File: src/rtl/crc7_pkg.sv
// Shared CRC-7 definitions (x^7 + x^3 + 1, init 0) for the checker and the future encoder.
package crc7_pkg;

  localparam int         CRC7_WIDTH = 7;
  localparam logic [6:0] CRC7_POLY  = 7'h09;

  typedef enum logic [1:0] {
    IDLE  = 2'd0,
    DATA  = 2'd1,
    CHECK = 2'd2,
    DONE  = 2'd3
  } state_t;

  // One serial step of the MSB-first LFSR.
  function automatic logic [CRC7_WIDTH-1:0] crc7_step(input logic [CRC7_WIDTH-1:0] crc,
                                                      input logic                  b);
    logic fb;
    fb = b ^ crc[CRC7_WIDTH-1];
    return {crc[CRC7_WIDTH-2:0], 1'b0} ^ (fb ? CRC7_POLY : 7'h00);
  endfunction

endpackage

File: src/rtl/crc7_lfsr.sv
// Bit-serial CRC-7 LFSR; clr and shift in the same cycle shift the bit into a cleared register.
module crc7_lfsr
  import crc7_pkg::*;
(
  input  logic                  clk,
  input  logic                  reset,
  input  logic                  clr,
  input  logic                  shift,
  input  logic                  bit_in,
  output logic [CRC7_WIDTH-1:0] crc
);

  logic [CRC7_WIDTH-1:0] r_crc;
  logic [CRC7_WIDTH-1:0] w_base;

  assign w_base = clr ? '0 : r_crc;

  always_ff @(posedge clk or posedge reset) begin
    if (reset) begin
      r_crc <= '0;
    end else if (clr || shift) begin
      r_crc <= shift ? crc7_step(w_base, bit_in) : w_base;
    end
  end

  assign crc = r_crc;

endmodule

File: src/rtl/crc7_frame_ctrl.sv
// Frame controller: runs CRC-7 over a serial payload, checks the trailing 7 CRC bits,
// reports a one-cycle verdict and aborts stalled frames with a watchdog.
module crc7_frame_ctrl
  import crc7_pkg::*;
#(
  parameter int DATA_BITS = 40,
  parameter int TIMEOUT   = 16
) (
  input  logic                  clk,
  input  logic                  reset,
  input  logic                  frame_start,
  input  logic                  bit_in,
  input  logic                  bit_valid,
  output logic                  busy,
  output logic [CRC7_WIDTH-1:0] crc_out,
  output logic                  done,
  output logic                  crc_ok,
  output logic                  crc_err,
  output logic                  timeout_err
);

  // The bit counter also indexes the 7 CRC bits, so it is never narrower than 3 bits.
  localparam int BIT_CNT_W  = ($clog2(DATA_BITS + 1) < 3) ? 3 : $clog2(DATA_BITS + 1);
  localparam int IDLE_CNT_W = $clog2(TIMEOUT + 1);

  localparam logic [BIT_CNT_W-1:0]  LAST_DATA  = BIT_CNT_W'(DATA_BITS - 1);
  localparam logic [BIT_CNT_W-1:0]  LAST_CHECK = BIT_CNT_W'(CRC7_WIDTH - 1);
  localparam logic [IDLE_CNT_W-1:0] IDLE_LIMIT = IDLE_CNT_W'(TIMEOUT - 1);

  state_t                r_state;
  state_t                w_state_next;
  logic [BIT_CNT_W-1:0]  r_bit_cnt;
  logic [BIT_CNT_W-1:0]  w_bit_cnt_next;
  logic [IDLE_CNT_W-1:0] r_idle_cnt;
  logic [IDLE_CNT_W-1:0] w_idle_cnt_next;
  logic                  r_mismatch;
  logic                  w_mismatch_next;
  logic [CRC7_WIDTH-1:0] r_crc_out;
  logic [CRC7_WIDTH-1:0] w_crc_out_next;
  logic                  r_busy, r_done, r_crc_ok, r_crc_err, r_timeout_err;
  logic                  w_busy_next, w_done_next, w_crc_ok_next, w_crc_err_next;
  logic                  w_timeout_err_next;

  logic [CRC7_WIDTH-1:0] w_crc;
  logic [CRC7_WIDTH-1:0] w_crc_final;
  logic [BIT_CNT_W-1:0]  w_cnt_base;
  logic [2:0]            w_check_idx;
  logic                  w_active, w_accept, w_data_phase;
  logic                  w_last_data, w_last_check, w_bit_mis, w_timeout;

  // frame_start restarts from any state and may carry payload bit 0 in the same cycle.
  assign w_active     = (r_state == DATA) || (r_state == CHECK);
  assign w_accept     = bit_valid && (frame_start || w_active);
  assign w_data_phase = frame_start || (r_state == DATA);
  assign w_cnt_base   = frame_start ? '0 : r_bit_cnt;
  assign w_last_data  = w_accept && w_data_phase && (w_cnt_base == LAST_DATA);
  assign w_check_idx  = 3'(CRC7_WIDTH - 1) - r_bit_cnt[2:0];
  assign w_bit_mis    = w_accept && !w_data_phase && (bit_in != r_crc_out[w_check_idx]);
  assign w_last_check = w_accept && !w_data_phase && (r_bit_cnt == LAST_CHECK);
  assign w_timeout    = w_active && !frame_start && !bit_valid && (r_idle_cnt == IDLE_LIMIT);
  assign w_crc_final  = crc7_step(frame_start ? '0 : w_crc, bit_in);

  crc7_lfsr u_lfsr (
    .clk    (clk),
    .reset  (reset),
    .clr    (frame_start),
    .shift  (w_accept && w_data_phase),
    .bit_in (bit_in),
    .crc    (w_crc)
  );

  always_ff @(posedge clk or posedge reset) begin
    if (reset) begin
      r_state       <= IDLE;
      r_bit_cnt     <= '0;
      r_idle_cnt    <= '0;
      r_mismatch    <= 1'b0;
      r_crc_out     <= '0;
      r_busy        <= 1'b0;
      r_done        <= 1'b0;
      r_crc_ok      <= 1'b0;
      r_crc_err     <= 1'b0;
      r_timeout_err <= 1'b0;
    end else begin
      r_state       <= w_state_next;
      r_bit_cnt     <= w_bit_cnt_next;
      r_idle_cnt    <= w_idle_cnt_next;
      r_mismatch    <= w_mismatch_next;
      r_crc_out     <= w_crc_out_next;
      r_busy        <= w_busy_next;
      r_done        <= w_done_next;
      r_crc_ok      <= w_crc_ok_next;
      r_crc_err     <= w_crc_err_next;
      r_timeout_err <= w_timeout_err_next;
    end
  end

  always_comb begin
    w_state_next = r_state;
    if (frame_start) begin
      w_state_next = w_last_data ? CHECK : DATA;
    end else begin
      case (r_state)
        IDLE:    w_state_next = IDLE;
        DATA:    if (w_timeout) w_state_next = IDLE;
                 else if (w_last_data) w_state_next = CHECK;
        CHECK:   if (w_timeout) w_state_next = IDLE;
                 else if (w_last_check) w_state_next = DONE;
        DONE:    w_state_next = IDLE;
        default: w_state_next = IDLE;
      endcase
    end
  end

  always_comb begin
    w_bit_cnt_next = w_cnt_base;
    if (!frame_start && !w_active) w_bit_cnt_next = '0;
    if (w_accept) w_bit_cnt_next = (w_last_data || w_last_check) ? '0 : w_cnt_base + 1'b1;
    if (w_timeout) w_bit_cnt_next = '0;

    w_idle_cnt_next = '0;
    if (w_active && !frame_start && !bit_valid && !w_timeout) w_idle_cnt_next = r_idle_cnt + 1'b1;

    w_mismatch_next = frame_start ? 1'b0 : (r_mismatch | w_bit_mis);
    w_crc_out_next  = w_last_data ? w_crc_final : r_crc_out;

    w_busy_next        = (w_state_next == DATA) || (w_state_next == CHECK);
    w_done_next        = w_last_check;
    w_crc_ok_next      = w_last_check && !(r_mismatch || w_bit_mis);
    w_crc_err_next     = w_last_check && (r_mismatch || w_bit_mis);
    w_timeout_err_next = w_timeout;
  end

  assign busy        = r_busy;
  assign crc_out     = r_crc_out;
  assign done        = r_done;
  assign crc_ok      = r_crc_ok;
  assign crc_err     = r_crc_err;
  assign timeout_err = r_timeout_err;

endmodule
File: config.mk
export PLATFORM = sky130hd
export DESIGN_NAME = crc7_frame_ctrl
export DESIGN_NICKNAME = d
export VERILOG_FILES = /design/src/rtl/crc7_pkg.sv /design/src/rtl/crc7_lfsr.sv /design/src/rtl/crc7_frame_ctrl.sv
export SDC_FILE = /design/constraint.sdc
export NUM_CORES = 1
export LEC_CHECK = 0
export CORE_UTILIZATION = 30
export CTS_BUF_LIST = sky130_fd_sc_hd__clkbuf_2
export CTS_CLUSTER_SIZE = 24
export DETAILED_ROUTE_END_ITERATION = 7
export PLACE_DENSITY = 0.53
export SETUP_SLACK_MARGIN = 0.1
export SLEW_MARGIN = 20
export SYNTH_ARGS = -nofsm -noshare
export SYNTH_HDL_FRONTEND = slang
export SYNTH_HIERARCHICAL = 1
export SYNTH_SLANG_ARGS = --single-unit
File: constraint.sdc
create_clock -name clk -period 3.7 [get_ports clk]
set_input_delay 0.37 -clock clk [delete_from_list [all_inputs] [get_ports clk]]
set_output_delay 0.37 -clock clk [all_outputs]
set_load 0.05 [all_outputs]
# After elaboration in Yosys (flattened, before gate mapping)
# Index checks and enable logic that the tools add are counted.
# totals
reg_bits,33
latchBits,0
mem_bits_rw,0
romBits,0
input_bits,5
output_inout_bits,12
wordCells,74
n_memories,0
# classes
n_addsub,3
multipliers,0
n_div,0
n_lt_le_gt_ge,1
eq_ne,9
shift,0
n_mux,19
bitwise,3
reduce_logical,28
# op_table
op,n
2-to-1 mux 6 bit,5
2-to-1 mux 7 bit,2
logical AND 1 bit,13
2-to-1 mux 2 bit,6
logical OR 1 bit,7
XOR 7 bit,1
adder 6 x 1 -> 6 bit (second input constant),1
== test 2 bit (second input constant),3
== test 6 x 3 -> 1 bit (second input constant),1
== test 6 bit (second input constant),1
logical NOT 1 bit,6
case mux 2 bit (3 select lines),1
adder 5 x 1 -> 5 bit (second input constant),1
== test 5 x 4 -> 1 bit (second input constant),1
2-to-1 mux 5 bit,1
== test 2 x 1 -> 1 bit (second input constant),2
< comparator 3 x 4 -> 1 bit (second input constant),1
2-to-1 mux 4 bit,1
binary-select mux 1 bit (select 3 bit),1
subtractor 3 bit (first input constant),1
logical NOT 2 bit,1
2-to-1 mux 1 bit,2
OR reduction 2 bit,1
inequality test 1 bit,1
other kinds (2),2

# Longest topological paths before layout
# Gate-level depths: netlist of the first run.
# logic_depth
depth_word,12
mapped_depth,9
depth_no_buf,8

# Modules after synthesis
# Netlist of the first run, hierarchy kept.
# by_module_without_submodules
mod,n_inst,cells_per_inst,area_each_um2,seq_area_each_um2
crc7_frame_ctrl,1,142,1397.6,650.6
crc7_lfsr,1,32,341.6,175.2

# Worst setup path after synthesis of the first run
# Ideal clock, no wire load.
# synth_timing
kind,register to register
start,reg r_state[0]
end,reg r_state[0]
setup_ns,0.124
arrival_time_ns,1.990
required_ns,3.576
setup_slack_ns,1.586
path_stages_with_launch,8
n_path_buf,1
period_less_slack_ns,2.114
path_cell_list,dfrtp_1 > inv_1 > ha_1 > or3b_1 > or3_1 > buf_2 > o211a_1 > or2_1
# synth_via
elab_chain_len,10
word_cells_on_any_way,24
cone_classes,3 x eq/ne; 7 x mux; 14 x reduce/logical
# synth_lines
element,line_no,text
start: declaration,crc7_frame_ctrl.sv:30,state_t r_state;
start signal: assignment,crc7_frame_ctrl.sv:85,r_state <= w_state_next;
== test 2 x 1 -> 1 bit / == test 2 bit (equally long branches),"crc7_frame_ctrl.sv:52, crc7_frame_ctrl.sv:54, crc7_frame_ctrl.sv:103",
logical OR 1 bit,crc7_frame_ctrl.sv:52,assign w_active = (r_state == DATA) || (r_state == CHECK);
logical OR 1 bit,crc7_frame_ctrl.sv:53,assign w_accept = bit_valid && (frame_start || w_active);
logical AND 1 bit,crc7_frame_ctrl.sv:53,
"logical AND 1 bit, on equally long branches (2 in a row)","crc7_frame_ctrl.sv:59, crc7_frame_ctrl.sv:56",
"2-to-1 mux 2 bit, on equally long branches","crc7_frame_ctrl.sv:108, crc7_frame_ctrl.sv:106",
"2-to-1 mux 2 bit, on equally long branches","crc7_frame_ctrl.sv:107, crc7_frame_ctrl.sv:105",
case mux 2 bit (3 select lines),crc7_frame_ctrl.sv:103,case (r_state)
2-to-1 mux 2 bit *,crc7_frame_ctrl.sv:100,if (frame_start) begin
via w_state_next[0],crc7_frame_ctrl.sv:31,state_t w_state_next;
# The timed path passes the listed nets; every way through them passes the cells marked *.
# A chain may end at the register's enable or synchronous reset.

# Worst setup path after layout of the first run
# layout_timing
start,reg r_state[0]
end,reg r_busy (netlist: busy)
# layout_via
elab_chain_len,12
word_cells_on_any_way,27
cone_classes,5 x eq/ne; 7 x mux; 15 x reduce/logical
# layout_lines
element,line_no,text
== test 2 x 1 -> 1 bit / == test 2 bit (equally long branches),"crc7_frame_ctrl.sv:52, crc7_frame_ctrl.sv:54, crc7_frame_ctrl.sv:103",
logical OR 1 bit,crc7_frame_ctrl.sv:52,
logical OR 1 bit,crc7_frame_ctrl.sv:53,
logical AND 1 bit,crc7_frame_ctrl.sv:53,
"logical AND 1 bit, on equally long branches (2 in a row)","crc7_frame_ctrl.sv:59, crc7_frame_ctrl.sv:56",
"2-to-1 mux 2 bit, on equally long branches","crc7_frame_ctrl.sv:108, crc7_frame_ctrl.sv:106",
"2-to-1 mux 2 bit, on equally long branches","crc7_frame_ctrl.sv:107, crc7_frame_ctrl.sv:105",
case mux 2 bit (3 select lines),crc7_frame_ctrl.sv:103,
2-to-1 mux 2 bit *,crc7_frame_ctrl.sv:100,
== test 2 x 1 -> 1 bit / == test 2 bit (equally long branches),crc7_frame_ctrl.sv:127,w_busy_next = (w_state_next == DATA) || (w_state_next == CHECK);
logical OR 1 bit *,crc7_frame_ctrl.sv:127,
via w_busy_next,crc7_frame_ctrl.sv:41,"logic w_busy_next, w_done_next, w_crc_ok_next, w_crc_err_next;"
end signal: assignment,crc7_frame_ctrl.sv:90,r_busy <= w_busy_next;
end: declaration,crc7_frame_ctrl.sv:40,"logic r_busy, r_done, r_crc_ok, r_crc_err, r_timeout_err;"
# Marked as above.

==> out/results.ini, run 1 <==
[timing]
fin_crit_sh = 0.6582
worst-slew-pin-transition_ns = 0.9345
final.setup.worst_slack_ns = 1.265
max-slew-margin-rel = 0.3731
post-route-min-period_ns = 2.435
final-max-slew-violation-count = 0
rsz0062_at_grt = no
final-setup-viol-count = 0
timing.setup.tns_ns = 0
fin_worst_skew_ns = 0.01403
clock.fmax_ghz = 0.4106
hold_viol_final = 0

[worst_setup_path]
critPathCaptureType = register
required_ns = 3.98
crit_start = r_state[0]
critical_path_buf_inv_count = 1
path_max_fanout = 15
type_of_the_setup_path_with_the_least_slack = reg -> reg
crit_path_max_incr_delay_ns = 0.60
arrival_worst_endpoint_ns = 2.71
worst_path_dominant_cell_family = simple AND/OR/NAND/NOR gates
worstReg2RegStart = r_state[0]
critical_path.startpoint_type = register
cp_cell_sequence = inv_1, ha_1, or3b_1, or3_1, o211a_1, xor2_1, nand2b_1
crit_slowest_cell = sky130_fd_sc_hd__or3_1

[layout]
antenna_cells_inserted = 0
num-fill-cells = 600
share_of_layout_cells_above_drive_strength_1 = 0.06771
final_core_utilization = 0.3607
nets = 204
area.growth.synth_to_final_pct = 14.89

[status]
run_status = completed

[route]
route.detailed.drc = 0
drt-vias-per-instance = 4.667
routed_wirelength_normalized_by_instance_count_um = 13.08
first_pass_iters = 4
dr.first_iter.drc_count = 75
total_detailed_routing_wirelength_um = 3452
final_antenna_net_count = 0
vias = 1232

[placement]
gp_routability_congestion = 0.7326
dp.final_hpwl_um = 2507
preCtsSetupSlack_ns = 0.9774
port-buffer-count = 16

[synth]
synth.cells.most_frequent = sky130_fd_sc_hd__dfrtp_1, sky130_fd_sc_hd__nor2_1, sky130_fd_sc_hd__nand2_1
synth_seq_area_share = 0.4748
synth.top_cell.area_share = 0.4748
synth_most_common_cell = sky130_fd_sc_hd__dfrtp_1
yosys_warnings = 6
syn_inst = 174
number_of_nets_produced_by_synthesis = 186
ys_dominant_reg_cell = sky130_fd_sc_hd__dfrtp_1
synth_area_per_cell_um2 = 9.995
synth_top_cells_by_area = sky130_fd_sc_hd__dfrtp_1, sky130_fd_sc_hd__ha_1, sky130_fd_sc_hd__nor2_1, sky130_fd_sc_hd__mux2i_1, sky130_fd_sc_hd__xnor2_1
yosys_register_bits = 33
syn_area_mm2 = 0.001739
post-synth-top-area-cell = sky130_fd_sc_hd__dfrtp_1
yosysUniqueCellTypes = 46
synth_edf_count = 0
asyncSetResetFlopFracSynth = 1.000

[power]
design_power_total_mw = 0.6347
irDropWorstVdd_mv = 0.1591
power.density_cell_area_mw_per_mm2 = 317.7
power.static_leakage_nw = 0.8707

[job]
maxCapViolations = 0

[clock_network]
post_cts_resized = 0
cts.path.max_buffers = 2
clockRootBuffer = sky130_fd_sc_hd__clkbuf_2
clkTransAtPathRegs_ns = 0.16
tritoncts = done
h-tree-depth = 2
cts_post_setup_buffers_inserted = 0
clock-sinks = 33
ctsHoldBuffers = 0
insertion_delay_ns = 0.37
cts-buffers-inserted = 5

[die]
floorplan.initialDensity = 0.3139
placeableCoreArea_mm2 = 0.005540
die_x_um = 78.14
io_pins = 17
floorplan.die_area_mm2 = 0.006106
placementRows = 27
die_h_um = 78.14

[worst_hold_path]
hp-class = in -> async

[global_route]
grt_usage = 0.1253
first_global_vias = 1267
grt_start_max_net_pins = 27
grt_first_pass_wirelength_um = 5975
grt_residual_overflow = 0
antenna_found_initial = 0

-- cells by family after synthesis --
| kind of cell | Yosys count | share of synthesized area |
|---|---|---|
| adders and majority gates | 7 | 0.05036 |
| AOI/OAI and AO/OA | 30 | 0.1194 |
| muxes | 8 | 0.05324 |
| buffers and inverters | 16 | 0.04245 |
| xor gates and xnor gates | 10 | 0.05036 |
| and+or+nand+nor | 70 | 0.2094 |
| DFF | 33 | 0.4748 |
-- power by group --
group	internal, mW	switching [mW]	total, mW
registers	0.372	0.0117	0.383
clock network	0.0441	0.116	0.160
logic	0.0395	0.0522	0.0917
-- final cells by class --
| cell class | instances | area [µm²] | area share |
|---|---|---|---|
| Multi-Input combinational cell | 125 | 839.6 | 0.4202 |
| Sequential cell | 33 | 825.8 | 0.4133 |
| Timing Repair Buffer | 18 | 175.2 | 0.08766 |
| Tap cell | 72 | 90.09 | 0.04508 |
| Inverter | 9 | 33.78 | 0.01691 |
| Clock buffer | 6 | 30.03 | 0.01503 |
| Clock inverter | 1 | 3.754 | 0.001879 |
-- cells in the final DEF, fill, tap and decap left out, types with 3 or more instances in the layout --
cell,count
sky130_fd_sc_hd__mux2i_1,7
sky130_fd_sc_hd__clkdlybuf4s50_1,16
sky130_fd_sc_hd__nand3_1,4
sky130_fd_sc_hd__nor2b_1,5
sky130_fd_sc_hd__clkbuf_2,6
sky130_fd_sc_hd__nand2b_1,6
sky130_fd_sc_hd__xnor2_1,7
sky130_fd_sc_hd__o21ai_1,3
sky130_fd_sc_hd__nand2_1,13
sky130_fd_sc_hd__a21oi_1,3
sky130_fd_sc_hd__ha_1,7
sky130_fd_sc_hd__xor2_1,3
sky130_fd_sc_hd__o21ai_0,7
sky130_fd_sc_hd__nor3_1,4
sky130_fd_sc_hd__nor2_1,22
sky130_fd_sc_hd__dfrtp_1,33
sky130_fd_sc_hd__inv_1,7
sky130_fd_sc_hd__and3_1,3
-- per-stage QoR --
stage / area (µm²) / hold slack, ns / instances
global placement: 1964 / 0.4539 / 257
detailed placement: 1964 / 0.4579 / 257
finish: 1998 / 0.2353 / 264
floorplan: 1739 / 0.1734 / 174
global route: 1998 / 0.2617 / 264
CTS: 1998 / 0.2207 / 264
-- worst paths after layout --
check                                      to  slack (ns)  cells after the start
worst min register to register  r_idle_cnt[0]        0.48                      1
min in group clk                r_idle_cnt[0]        0.48                      1
worst max-delay path                     busy        1.26                      7
worst min-delay path            u_lfsr/crc[6]        0.24                      2
worst max register to register           busy        1.26                      7
max in group asynchronous        r_bit_cnt[2]        2.85                      2
-- sequential cells by signal, summed over array words and instances (netlist names) --
register     flops
busy             1
crc_err          1
crc_ok           1
crc_out          7
done             1
r_bit_cnt        6
r_idle_cnt       5
r_mismatch       1
r_state          2
timeout_err      1
u_lfsr/crc       7
-- layer usage --
metal | share of wire | routed length [µm] | track usage
met1 | 0.49 | 1688 | 0.1585
met2 | 0.45 | 1562 | 0.2035
met3 | 0.042 | 144 | 0.03256
met4 | 0.017 | 57 | 0.05000
met5 | 0 | 0 | 0
Power figures use the tool's default switching activity.
==> run 2, diff against run 1 <==
==> constraint.sdc (replaced) <==
create_clock -name clk -period 2.5 [get_ports clk]
set_input_delay 0.25 -clock clk [delete_from_list [all_inputs] [get_ports clk]]
set_output_delay 0.25 -clock clk [all_outputs]
set_load 0.05 [all_outputs]
==> run 2 against run 1 <==
Maximum frequency increased by 9.4%. Sequential share of layout area shrank 1.3 points. Wire length increased by 1.7%. Worst hold slack worse by 0.12 ns. Critical path depth unchanged. Register-to-register slack worse by 0.99 ns. Clock skew decreased by 0.0036 ns. Clock power rose by 51%. Total power is 51% higher.
==> out/results.ini, run 2 (synthesis results as in run 1) <==
[layout]
num-fill-cells = 586  ; was 600
seqCellArea_um2 = 825.8  ; unchanged
final_core_utilization = 0.3720  ; was 0.3607
multi_input_area_um2 = 845.8  ; was 839.6 µm²
commonest_cells_after_routing_fill_and_taps_aside = sky130_fd_sc_hd__dfrtp_1, sky130_fd_sc_hd__nor2_1, sky130_fd_sc_hd__clkdlybuf4s50_1  ; unchanged
layout.cells.most_common = sky130_fd_sc_hd__dfrtp_1  ; unchanged
area.growth.synth_to_final_pct = 18.49  ; was 14.89%
antenna_cells_inserted = 0  ; unchanged
fin_area_mm2 = 0.002061  ; was 0.001998 mm²
share_of_layout_cells_above_drive_strength_1 = 0.1050  ; was 0.06771
nets = 211  ; was 204

[power]
irDropWorstVdd_mv = 0.2261  ; was 0.1591 mV
power_frac_comb = 0.159  ; was 0.145
switching_share = 0.2920  ; was 0.2827
power.sequential.fraction = 0.588  ; was 0.604
net_switching_power_mw = 0.2795  ; was 0.1794 mW
power.static_leakage_nw = 0.9097  ; was 0.8707 nW
power.density_cell_area_mw_per_mm2 = 464.5  ; was 317.7 mW/mm²
design_power_total_mw = 0.9572  ; was 0.6347 mW
p_clk_frac = 0.253  ; was 0.251
internal_power_component_mw = 0.6777  ; was 0.4553 mW

[global_route]
antenna_found_initial = 0  ; unchanged
grt_usage = 0.1294  ; was 0.1253
first_global_vias = 1244  ; was 1267
grt_start_max_net_pins = 27  ; unchanged
grt_residual_overflow = 0  ; unchanged
grt_first_pass_wirelength_um = 6058  ; was 5975 µm

[clock_network]
clockRootBuffer = sky130_fd_sc_hd__clkbuf_2  ; unchanged
clock-sinks = 33  ; unchanged
cts-buffers-inserted = 5  ; unchanged
insertion_delay_ns = 0.37  ; about the same
clkTransAtPathRegs_ns = 0.17  ; was 0.16 ns
h-tree-depth = 2  ; unchanged
ctsHoldBuffers = 0  ; unchanged
tritoncts = done  ; unchanged
cts_post_setup_buffers_inserted = 0  ; unchanged
post_cts_resized = 0  ; unchanged
cts.path.max_buffers = 2  ; unchanged

[worst_setup_path]
crit_path_max_incr_delay_ns = 0.48  ; was 0.60 ns
required_ns = 2.77  ; was 3.98 ns
path_max_fanout = 8  ; was 15
arrival_worst_endpoint_ns = 2.50  ; was 2.71 ns
critPathCaptureType = register  ; unchanged
cp_cell_sequence = inv_1, ha_1, or3b_1, or3_1, o211a_1, xor2_1, nand2b_1  ; unchanged
type_of_the_setup_path_with_the_least_slack = reg -> reg  ; unchanged
critical_path.startpoint_type = register  ; unchanged
crit_slowest_cell = sky130_fd_sc_hd__or3b_1  ; was sky130_fd_sc_hd__or3_1

[placement]
dp.final_hpwl_um = 2551  ; was 2507 µm
port-buffer-count = 16  ; unchanged
gp_routability_congestion = 0.8004  ; was 0.7326
placed_area_mm2 = 0.002017  ; was 0.001964 mm²

[timing]
rsz0062_at_grt = no  ; unchanged
timing.setup.tns_ns = 0  ; unchanged
worst-slew-pin-transition_ns = 0.5008  ; was 0.9345 ns
max-slew-margin-rel = 0.6651  ; was 0.3731
final-max-slew-violation-count = 0  ; unchanged
final-setup-viol-count = 0  ; unchanged
fin_worst_skew_ns = 0.01040  ; was 0.01403 ns
clock.fmax_ghz = 0.4491  ; was 0.4106 GHz
fin_crit_sh = 0.8906  ; was 0.6582
hold_viol_final = 0  ; unchanged
post-route-min-period_ns = 2.227  ; was 2.435 ns

[route]
total_detailed_routing_wirelength_um = 3510  ; was 3452 µm
route.met3.wl_um = 117  ; was 144 µm
route.detailed.drc = 0  ; unchanged
vias = 1277  ; was 1232
dr.first_iter.drc_count = 63  ; was 75
met2_layer_wire_length_in_the_routed_design_um = 1608  ; was 1562 µm
highest_layer = met4  ; unchanged
wl_met1_um = 1731  ; was 1688 µm
routed_wirelength_normalized_by_instance_count_um = 12.90  ; was 13.08 µm
final_antenna_net_count = 0  ; unchanged
first_pass_iters = 4  ; unchanged
drt-vias-per-instance = 4.695  ; was 4.667

[job]
maxCapViolations = 0  ; unchanged

[die]
die_h_um = 78.14  ; unchanged
floorplan.initialDensity = 0.3139  ; unchanged
floorplan.die_area_mm2 = 0.006106  ; unchanged
io_pins = 17  ; unchanged
placeableCoreArea_mm2 = 0.005540  ; unchanged
die_x_um = 78.14  ; unchanged
placementRows = 27  ; unchanged

[status]
run_status = completed  ; unchanged

[worst_hold_path]
hp-class = in -> async  ; unchanged

-- run 2: changes by cell type in the layout (fill, tap and decap cells not counted) --
cell	previous run	this run
sky130_fd_sc_hd__inv_1	7	8
sky130_fd_sc_hd__nor4b_2	0	1
sky130_fd_sc_hd__clkinv_2	0	1
sky130_fd_sc_hd__buf_4	2	9
sky130_fd_sc_hd__clkbuf_2	6	5
sky130_fd_sc_hd__nor4b_1	2	1
-- run 2: path summary, 6_finish.rpt --
path	start	end	slack (ns)	depth (start not counted)
min in group clk	r_idle_cnt[0]	r_idle_cnt[0]	0.48	1
max in group asynchronous	reset	crc_out[1]	1.99	3
setup reg to reg	r_state[0]	busy	0.27	7
setup / recovery	r_state[0]	busy	0.27	7
hold reg to reg	r_idle_cnt[0]	r_idle_cnt[0]	0.48	1
hold / removal	reset	u_lfsr/crc[4]	0.11	2
-- run 2: cell type report --
cell class / instances / share of cell area
clock buffers: 5 / 0.01214
clock inverters: 3 / 0.006072
inverters: 9 / 0.01639
multi-input cells: 125 / 0.4104
flip-flops and latches: 33 / 0.4007
well taps: 72 / 0.04372
repair buffers: 25 / 0.1105
-- run 2: power by group through the flow --
stage | combinational [mW] | clock (mW) | sequential (mW)
5_1_grt | 0.169 | 0.286 | 0.566
2_1_floorplan | 0.102 | 0 | 0.578
6_report | 0.152 | 0.242 | 0.563
3_3_place_gp | 0.155 | 0 | 0.573
4_1_cts | 0.154 | 0.262 | 0.564
3_5_place_dp | 0.153 | 0 | 0.573
-- run 2: critical path, delay by kind of cell, from the launching register on --
family | cells | cell delay [ns]
AO/OA/AOI/OAI | 1 | 0.15
XOR/XNOR | 1 | 0.15
adder cells (fa/ha/maj) | 1 | 0.40
buffers and inverters | 1 | 0.05
flip-flops | 1 | 0.41
AND/OR/NAND/NOR | 3 | 0.98
-- run 2: metal layers --
layer	global-route usage	vias up
li1	-	646
met1	0.1668	609
met2	0.2044	17
met3	0.04070	5
met4	0.04444	0
met5	0	-
-- run 2: metrics by stage --
stage          setup WS, ns  hold WS [ns]  instances
2_1_floorplan        0.3858       0.05340        174
3_3_place_gp         0.2819        0.4532        264
3_5_place_dp         0.2936        0.4682        264
4_1_cts              0.2672       0.08743        272
5_1_grt              0.1561        0.1103        272
6_report             0.2735        0.1116        272
